<file path="src/rtl/mem_port_arbiter_pkg.sv">
// Shared types and constants for the fetch/data memory port arbiter.
package mem_arb_pkg;

    typedef enum logic [1:0] {
        IDLE   = 2'd0,
        ACCESS = 2'd1,
        WAIT   = 2'd2,
        RESP   = 2'd3
    } state_t;

    localparam logic OWN_I = 1'b0;
    localparam logic OWN_D = 1'b1;

    // The latency counter is 4 bits wide, so MEM_LAT is bounded to 1..15.
    localparam int MEM_LAT_MIN = 1;
    localparam int MEM_LAT_MAX = 15;

    function automatic bit mem_lat_ok(input int lat);
        return (lat >= MEM_LAT_MIN) && (lat <= MEM_LAT_MAX);
    endfunction

endpackage

</file>
<file path="src/rtl/mem_port_arbiter_prio_sel.sv">
// Winner select for the arbiter: data first, fetch once it has lost STARVE_MAX times in a row.
module arb_prio_sel
    import mem_arb_pkg::*;
#(
    parameter int STARVE_MAX = 4
) (
    input  logic clk,
    input  logic reset,
    input  logic i_req,
    input  logic d_req,
    input  logic arb_en,
    input  logic gnt,
    input  logic gnt_own,
    output logic winner
);

    localparam int CW = $clog2(STARVE_MAX + 1);

    logic [CW-1:0] starve_cnt;
    logic          starved;

    assign starved = (starve_cnt == CW'(STARVE_MAX));

    always_comb begin
        winner = OWN_D;
        if (i_req && (!d_req || starved))
            winner = OWN_I;
    end

    // Only counts while data actually beats a pending fetch, so it saturates at STARVE_MAX.
    always_ff @(posedge clk) begin
        if (!reset)
            starve_cnt <= '0;
        else if (gnt && gnt_own == OWN_I)
            starve_cnt <= '0;
        else if (arb_en && i_req && d_req && !starved)
            starve_cnt <= starve_cnt + 1'b1;
    end

endmodule

</file>
<file path="src/rtl/mem_port_arbiter.sv">
// Single-port memory arbiter between fetch and load/store, one transaction in flight.
// Optional performance counters are built when MEMARB_PERF_EN is defined.
module mem_port_arbiter
    import mem_arb_pkg::*;
#(
    parameter int AW         = 32,
    parameter int DW         = 32,
    parameter int MEM_LAT    = 1,
    parameter int STARVE_MAX = 4
) (
    input  logic            clk,
    input  logic            reset,
    input  logic            i_req,
    input  logic [AW-1:0]   i_addr,
    output logic            i_gnt,
    output logic            i_rvalid,
    output logic [DW-1:0]   i_rdata,
    input  logic            d_req,
    input  logic            d_we,
    input  logic [AW-1:0]   d_addr,
    input  logic [DW-1:0]   d_wdata,
    input  logic [DW/8-1:0] d_be,
    output logic            d_gnt,
    output logic            d_rvalid,
    output logic [DW-1:0]   d_rdata,
    output logic            mem_req,
    output logic            mem_we,
    output logic [AW-1:0]   mem_addr,
    output logic [DW-1:0]   mem_wdata,
    output logic [DW/8-1:0] mem_be,
    input  logic [DW-1:0]   mem_rdata,
    output logic            busy
`ifdef MEMARB_PERF_EN
    ,
    output logic [31:0]     perf_i_grants,
    output logic [31:0]     perf_d_grants,
    output logic [31:0]     perf_conflicts
`endif
);

    if (!mem_lat_ok(MEM_LAT) || STARVE_MAX < 1) begin : g_bad_cfg
        $error("mem_port_arbiter: MEM_LAT must be 1..15 and STARVE_MAX >= 1");
    end

    state_t     state, state_n;
    logic       owner;
    logic       winner;
    logic [3:0] lat_cnt;

    arb_prio_sel #(.STARVE_MAX(STARVE_MAX)) u_prio (
        .clk     (clk),
        .reset   (reset),
        .i_req   (i_req),
        .d_req   (d_req),
        .arb_en  (state == IDLE),
        .gnt     (i_gnt | d_gnt),
        .gnt_own (owner),
        .winner  (winner)
    );

    always_ff @(posedge clk) begin
        if (!reset)
            state <= IDLE;
        else
            state <= state_n;
    end

    always_comb begin
        state_n = state;
        case (state)
            IDLE:    if (i_req || d_req) state_n = ACCESS;
            ACCESS:  state_n = mem_we ? RESP : WAIT;
            WAIT:    if (lat_cnt == '0) state_n = RESP;
            default: state_n = IDLE;
        endcase
    end

    // The mem_* registers double as the latched request attributes.
    always_ff @(posedge clk) begin
        if (!reset) begin
            owner     <= OWN_I;
            lat_cnt   <= '0;
            i_gnt     <= 1'b0;
            i_rvalid  <= 1'b0;
            i_rdata   <= '0;
            d_gnt     <= 1'b0;
            d_rvalid  <= 1'b0;
            d_rdata   <= '0;
            mem_req   <= 1'b0;
            mem_we    <= 1'b0;
            mem_addr  <= '0;
            mem_wdata <= '0;
            mem_be    <= '0;
            busy      <= 1'b0;
        end else begin
            i_gnt    <= 1'b0;
            d_gnt    <= 1'b0;
            i_rvalid <= 1'b0;
            d_rvalid <= 1'b0;
            mem_req  <= 1'b0;
            busy     <= (state_n != IDLE);
            case (state)
                IDLE: if (i_req || d_req) begin
                    owner   <= winner;
                    mem_req <= 1'b1;
                    if (winner == OWN_D) begin
                        d_gnt     <= 1'b1;
                        mem_we    <= d_we;
                        mem_addr  <= d_addr;
                        mem_wdata <= d_wdata;
                        mem_be    <= d_be;
                    end else begin
                        i_gnt     <= 1'b1;
                        mem_we    <= 1'b0;
                        mem_addr  <= i_addr;
                        mem_wdata <= '0;
                        mem_be    <= '1;
                    end
                end
                ACCESS: begin
                    if (mem_we) begin
                        d_rvalid <= 1'b1;
                        d_rdata  <= '0;
                    end else begin
                        lat_cnt <= 4'(MEM_LAT - 1);
                    end
                end
                WAIT: begin
                    if (lat_cnt == '0) begin
                        if (owner == OWN_I) begin
                            i_rvalid <= 1'b1;
                            i_rdata  <= mem_rdata;
                        end else begin
                            d_rvalid <= 1'b1;
                            d_rdata  <= mem_rdata;
                        end
                    end else begin
                        lat_cnt <= lat_cnt - 1'b1;
                    end
                end
                default: ;
            endcase
        end
    end

`ifdef MEMARB_PERF_EN
    always_ff @(posedge clk) begin
        if (!reset) begin
            perf_i_grants  <= '0;
            perf_d_grants  <= '0;
            perf_conflicts <= '0;
        end else begin
            if (i_gnt) perf_i_grants <= perf_i_grants + 1'b1;
            if (d_gnt) perf_d_grants <= perf_d_grants + 1'b1;
            if (state == IDLE && i_req && d_req) perf_conflicts <= perf_conflicts + 1'b1;
        end
    end
`endif

endmodule
</file>
<file path="config.mk">
export PLATFORM = sky130hd
export DESIGN_NAME = mem_port_arbiter
export DESIGN_NICKNAME = d
export VERILOG_FILES = /design/src/rtl/mem_port_arbiter_pkg.sv /design/src/rtl/mem_port_arbiter_prio_sel.sv /design/src/rtl/mem_port_arbiter.sv
export SDC_FILE = /design/constraint.sdc
export NUM_CORES = 1
export LEC_CHECK = 0
export CORE_MARGIN = 2
export CORE_UTILIZATION = 45
export DETAILED_ROUTE_END_ITERATION = 10
export PLACE_DENSITY = 0.89
export SLEW_MARGIN = 10
export SYNTH_ARGS = -nofsm -noshare
export SYNTH_HDL_FRONTEND = slang
export SYNTH_SLANG_ARGS = --single-unit
</file>
<file path="constraint.sdc">
create_clock -name clk -period 3 [get_ports clk]
set_input_delay 0.9 -clock clk [delete_from_list [all_inputs] [get_ports clk]]
set_output_delay 0.9 -clock clk [all_outputs]
set_load 0.02 [all_outputs]
</file>
==> run_results.csv, run 1 <==
group,metric,value,unit
run_status,status,"completed",
place,io_buffers,275,
critical_path,path_cells,"clkdlybuf4s50_1",
grt,grt_use_met2,45.4,%
die,io_pins,276,
finish,final_cell_mix,"274 x clkdlybuf4s50_1, 149 x dfxtp_1, 72 x o21ai_0",
pwr,pwr-share-seq,30.9,%
place,gp_congestion,0.854,
finish,mostFrequentLayoutCell,"clkdlybuf4s50_1",
clock_tree,cts_root_buf,"clkbuf_16",
synth,syn_inst,707,
timing,finalHoldViolations,0,
place,placed_area,9280,um2
critical_path,cp-start-kind,"flop",
finish,synthToLayoutAreaGrowth,53.7,%
drt,drt_drc_violations_left,0,
synth,syn-mean-instance-area,9.13,um2
timing,tightest_slew,1.12,ns
timing,period_minus_slack,2.44,ns
die,fp.dieW,124,um
clock_tree,cts.clk_slew.worst_paths,0.06,ns
grt,grt_pass1_wl,34200,um
timing,fin_crit_sh,81.3,%
synth,yosys_warnings,0,
critical_path,critPathMaxStageDelay,0.68,ns
worst_hold_path,hold_class,"flop to flop",
timing,relSlewSlack,25.1,%
finish,drive_above_1_share,9.69,%
critical_path,crit_buf_inv,1,
pwr,p_leak,3.50,nW
clock_tree,clk_path_buf_depth,2,
critical_path,crit_slowest_cell,"clkdlybuf4s50_1",
synth,syn_nets,852,
pwr,ir_drop,0.000477,V
die,die_h,124,um
die,core-area,13900,um2
synth,yosysSeqAreaShare,46.2,%
job,maxCapViolations,0,
die,start_util,46.3,%
place,place_hpwl,14600,um
drt,vias_per_cell,6.03,
pwr,switching_power,0.00333,W
pwr,pwr_density_cell,884,nW/um2
grt,overflow,0,
clock_tree,insertion_delay,0.42,ns
drt,drt-total-wl,21900,um
timing,setup-violations-final,0,
drt,ant_nets,0,
grt,grt_max_degree,76,
drt,vias,6818,
synth,synth-seq-cells,149,
pwr,comb_power_share,42.8,%
timing,setup_ws,0.560,ns
clock_tree,cts_made_buffers,17,
critical_path,required,2.10,ns
pwr,power.share.clock,26.4,%
critical_path,critical_path_arrival,1.54,ns
clock_tree,post-cts-setup-buffers,0,
pwr,p_sw_share,38.0,%
synth,synth_area,6450,um2
timing,fin_skew,0.00434,ns
drt,drt_iter0_drc,928,
drt,wl_per_cell,19.4,um
grt,antenna_found_initial,0,
critical_path,cp_max_fo,5,
critical_path,crit_family,"buffers and inverters",
grt,globalRouteMet3Util,7.60,%
clock_tree,cts_resized,0,
critical_path,crit_path_end_kind,"primary output",
grt,grtUsageTotal,28.5,%
grt,grt_use_met1,34.7,%
timing,rsz0062_at_grt,"no",
place,dpl_worst_slack,0.364,ns
pwr,p_int,0.00544,W
timing,fin_setup_tns,0,ns
clock_tree,cts_htree_levels,4,
critical_path,critPathKind,"flop to primary output",
grt,grt_pass1_vias,6524,
die,num_rows,43,
timing,holdWs,0.474,ns
finish,fin_area,9920,um2
clock_tree,cts_hold_buffers,0,
clock_tree,cts.sinks,149,
synth,ys_types,41,
timing,fmax,410,MHz
grt,grt_busiest_layer,"met2",
clock_tree,cts_tree,"built",
timing,slew_viol_final,0,
finish,final_nets,1083,
drt,dr.pass1.iters,5,
die,die_area,15300,um2
stage by stage:
stage	utilization, %	cells	power, W
floorplan	-	707	0.00484
global placement	66.6	1099	0.00637
CTS	71.2	1129	0.00877
finish	71.2	1130	0.00877
detailed placement	66.6	1099	0.00642
global route	71.2	1129	0.00916
Yosys cell counts, drive strengths merged:
cell type | instances | area [um2]
o31ai | 2 | 15.0
a211oi | 65 | 638
a22o | 33 | 289
or3 | 2 | 12.5
buf | 30 | 180
o31a | 1 | 8.76
or2 | 1 | 6.26
nand2b | 2 | 12.5
or4b | 1 | 10.0
o21ai | 76 | 384
nand3b | 1 | 7.51
o21a | 1 | 7.51
o2111ai | 32 | 280
nand4 | 65 | 407
and3 | 1 | 6.26
a21bo | 2 | 20.0
clkbuf | 58 | 218
o41ai | 1 | 8.76
a41oi | 1 | 8.76
nand2 | 3 | 11.3
and2 | 5 | 33.8
nor3 | 2 | 10.0
and4bb | 1 | 12.5
nor2b | 1 | 6.26
nand4bb | 2 | 22.5
dfxtp | 149 | 2980
nor2 | 40 | 150
nand3 | 68 | 340
ha | 8 | 100
inv | 9 | 33.8
a21oi | 41 | 209
o211ai | 3 | 22.5
sequential cells by signal (all words and copies together), names as in the netlist, 2 cells and up:
name / count
d_rdata: 32
i_rdata: 32
mem_addr: 32
mem_wdata: 32
lat_cnt: 4
mem_be: 4
u_prio.starve_cnt: 3
state: 2
worst paths after layout:
path	startpoint	end	slack, ns	cells after the start
worst max-delay path	mem_we	mem_we	0.56	1
worst min-delay path	mem_wdata[9]	mem_wdata[9]	0.47	1
worst max register to register	state[0]	i_rdata[17]	0.83	7
worst min register to register	mem_wdata[9]	mem_wdata[9]	0.47	1
metal layers:
metal	vias up	share of wire, %
met5	-	0
met2	383	48
met3	78	8.4
li1	3166	-
met4	0	4.6
met1	3191	39
area by class of cell:
cell class | count | area [um2]
Antenna cell | 1 | 2.50
Clock buffer | 21 | 460
Clock inverter | 9 | 176
Fill cell | 1022 | 4010
Inverter | 9 | 33.8
Multi-Input combinational cell | 461 | 3070
Sequential cell | 149 | 2980
Tap cell | 180 | 225
Timing Repair Buffer | 300 | 2970
power groups by stage:
stage / Clock, W / Sequential, W / Combinational [W]
floorplan: 0 / 0.00320 / 0.00165
global placement: 0 / 0.00272 / 0.00365
detailed placement: 0 / 0.00273 / 0.00370
CTS: 0.00234 / 0.00270 / 0.00373
global route: 0.00241 / 0.00275 / 0.00400
finish: 0.00231 / 0.00271 / 0.00375
cells by family after synthesis:
group	after synthesis	share of synthesized area, %
and+or+nand+nor	195	16.2
AOI/OAI and AO/OA	258	29.3
DFF	149	46.2
adders and majority gates	8	1.55
buffers and inverters	97	6.69
worst register-to-register path, cell delays in order (launching register included):
cell,delay (ns)
dfxtp_1,0.34
inv_1,0.10
ha_1,0.22
buf_4,0.41
and4bb_2,0.32
buf_4,0.36
nand3_1,0.18
a21oi_1,0.19
No activity file was read; power rests on OpenSTA's default activity.
==> run 2: changes to the inputs <==
--- a/config.mk
+++ b/config.mk
@@ -6,9 +6,9 @@
 export NUM_CORES = 1
 export LEC_CHECK = 0
 export CORE_MARGIN = 2
-export CORE_UTILIZATION = 45
+export CORE_UTILIZATION = 43
 export DETAILED_ROUTE_END_ITERATION = 10
-export PLACE_DENSITY = 0.89
+export PLACE_DENSITY = 0.86
 export SLEW_MARGIN = 10
 export SYNTH_ARGS = -nofsm -noshare
 export SYNTH_HDL_FRONTEND = slang
==> constraint.sdc (replaced) <==
create_clock -name clk -period 2.48 [get_ports clk]
set_input_delay 0.744 -clock clk [delete_from_list [all_inputs] [get_ports clk]]
set_output_delay 0.744 -clock clk [all_outputs]
set_load 0.02 [all_outputs]
==> run 2 against run 1 <==
Effect of this change:
- clock power rose by 9.1%
- largest power group unchanged
- register-to-register slack got worse by 0.51 ns
- worst setup slack got worse by 0.29 ns
- via count fell by 0.59%
- non-clock buffer count rose by 2
- cell count rose by 0.62%
- first-iteration DRC count fell by 24%
==> run_results.csv, run 2 (synthesis gave the netlist of run 1 again) <==
group,metric,value,unit
clock_tree,cts_made_buffers,17,
die,fp.dieW,127,um
timing,relSlewSlack,27.3,%
finish,diodes,0,
critical_path,path_cells,"clkdlybuf4s50_1",
die,io_pins,276,
finish,nFillCells,1118,
grt,grt_max_degree,58,
pwr,p_sw_share,39.1,%
finish,fin_area,9910,um2
run_status,status,"completed",
finish,mostFrequentLayoutCell,"clkdlybuf4s50_1",
critical_path,crit_start,"d_gnt",
grt,overflow,0,
critical_path,required,1.74,ns
clock_tree,post-cts-setup-buffers,0,
pwr,p_total,0.0104,W
finish,drive_above_1_share,10.1,%
pwr,p_int,0.00631,W
timing,setup_ws,0.271,ns
clock_tree,cts_htree_levels,4,
timing,rsz0062_at_grt,"no",
critical_path,timing.rr.start,"state[1]",
die,die_h,127,um
critical_path,crit_path_end_kind,"primary output",
drt,dr.pass1.iters,7,
timing,finalHoldViolations,0,
timing,tightest_slew,1.09,ns
place,gp_congestion,0.912,
pwr,power.share.clock,24.4,%
critical_path,timing.rr.end,"d_rdata[0]",
die,start_util,44.2,%
clock_tree,cts.clk_slew.worst_paths,0.06,ns
pwr,comb_power_share,44.1,%
pwr,p_leak,3.48,nW
critical_path,cp_max_fo,2,
critical_path,crit_family,"buffers and inverters",
worst_hold_path,hold_class,"flop to flop",
die,die_area,16000,um2
timing,fin_setup_tns,0,ns
job,maxCapViolations,0,
worst_hold_path,hold_start,"mem_wdata[25]",
clock_tree,cts.sinks,149,
timing,slew_viol_final,0,
clock_tree,cts_tree,"built",
timing,fin_crit_sh,89.1,%
pwr,pwr-share-seq,31.5,%
place,place_hpwl,14300,um
drt,drt_iter0_drc,707,
critical_path,critPathMaxStageDelay,0.68,ns
die,core-area,14600,um2
critical_path,crit_slowest_cell,"clkdlybuf4s50_1",
place,dpl_worst_slack,0.106,ns
drt,drt_drc_violations_left,0,
clock_tree,cts_hold_buffers,0,
critical_path,r2r_slack,0.32,ns
timing,period_minus_slack,2.21,ns
critical_path,critPathKind,"flop to primary output",
clock_tree,clk_path_buf_depth,2,
clock_tree,insertion_delay,0.42,ns
finish,multi_input_area,3060,um2
critical_path,cp.depth,1,
finish,final_cell_mix,"274 x clkdlybuf4s50_1, 149 x dfxtp_1, 72 x o21ai_0",
grt,grt_pass1_wl,33800,um
grt,antenna_found_initial,0,
finish,synthToLayoutAreaGrowth,53.5,%
critical_path,cp-start-kind,"flop",
place,placed_area,9330,um2
timing,setup-violations-final,0,
grt,grt_pass1_vias,6250,
pwr,switching_power,0.00405,W
drt,drt-total-wl,21500,um
critical_path,crit_buf_inv,1,
critical_path,cp-endpoint,"d_gnt",
finish,regArea,2980,um2
place,io_buffers,275,
pwr,ir_drop,0.000534,V
timing,fin_skew,0.00717,ns
clock_tree,cts_root_buf,"clkbuf_16",
grt,grtUsageTotal,26.2,%
timing,fmax,453,MHz
die,num_rows,44,
clock_tree,cts_resized,0,
critical_path,critical_path_arrival,1.46,ns
drt,wl_per_cell,18.9,um
critical_path,rr_worst_depth,6,
drt,vias_per_cell,5.96,
finish,final_nets,1085,
pwr,pwr_density_cell,1050,nW/um2
drt,ant_nets,0,
drt,vias,6778,
[run 2: cell types whose count changed in the layout (fill, tap and decap cells not counted), sizes merged]
cell	previous run	this run
bufinv	5	2
clkinv	3	6
clkinvlp	1	4
buf	26	28
clkbuf	21	20
diode	1	0
[run 2: power groups by stage]
stage,combinational [W],clock (W),sequential [W]
floorplan,0.00199,0,0.00387
global placement,0.00447,0,0.00329
detailed placement,0.00452,0,0.00329
CTS,0.00454,0.00256,0.00326
global route,0.00485,0.00268,0.00333
finish,0.00457,0.00252,0.00327
[run 2: how the worst min path moves through the flow]
stage | to | slack (ns) | cells after the start
3_5_place_dp | mem_wdata[28] | 0.46 | 1
3_3_place_gp | mem_wdata[19] | 0.46 | 1
4_1_cts | i_rdata[4] | 0.47 | 2
2_1_floorplan | lat_cnt[3] | 0.46 | 1
5_1_grt | mem_wdata[29] | 0.49 | 1
6_report | mem_wdata[25] | 0.47 | 1
[run 2: per-stage QoR]
step | hold WS [ns] | cells | util [%]
2_1_floorplan | 0.464 | 707 | -
3_3_place_gp | 0.456 | 1105 | 63.9
3_5_place_dp | 0.455 | 1105 | 63.9
4_1_cts | 0.474 | 1137 | 67.9
5_1_grt | 0.495 | 1137 | 67.9
6_report | 0.473 | 1137 | 67.9
[run 2: layout make-up]
cell class                 count  share of cell area (%)
clock buffer                  20                    4.51
clock inverter                12                    1.33
inverter                       9                   0.341
multi-input combinational    461                    30.8
sequential                   149                    30.1
tap                          184                    2.32
timing repair buffer         302                    30.5
[run 2: per-layer routing]
metal,up-vias,global-route usage (%),routed length (um)
met5,-,0,0
met2,345,41.2,10200
met3,59,7.30,1710
met4,0,12.5,867
met1,3200,33.1,8780
li1,3174,-,-
==> run 3: changes to the inputs <==
--- a/config.mk
+++ b/config.mk
@@ -8,8 +8,8 @@
 export CORE_MARGIN = 2
 export CORE_UTILIZATION = 43
 export DETAILED_ROUTE_END_ITERATION = 10
+export HOLD_SLACK_MARGIN = 0.08
 export PLACE_DENSITY = 0.86
-export SLEW_MARGIN = 10
 export SYNTH_ARGS = -nofsm -noshare
 export SYNTH_HDL_FRONTEND = slang
 export SYNTH_SLANG_ARGS = --single-unit
==> results of run 3 <==
The final DEF is identical to that of run 2; final timing and power are the same.
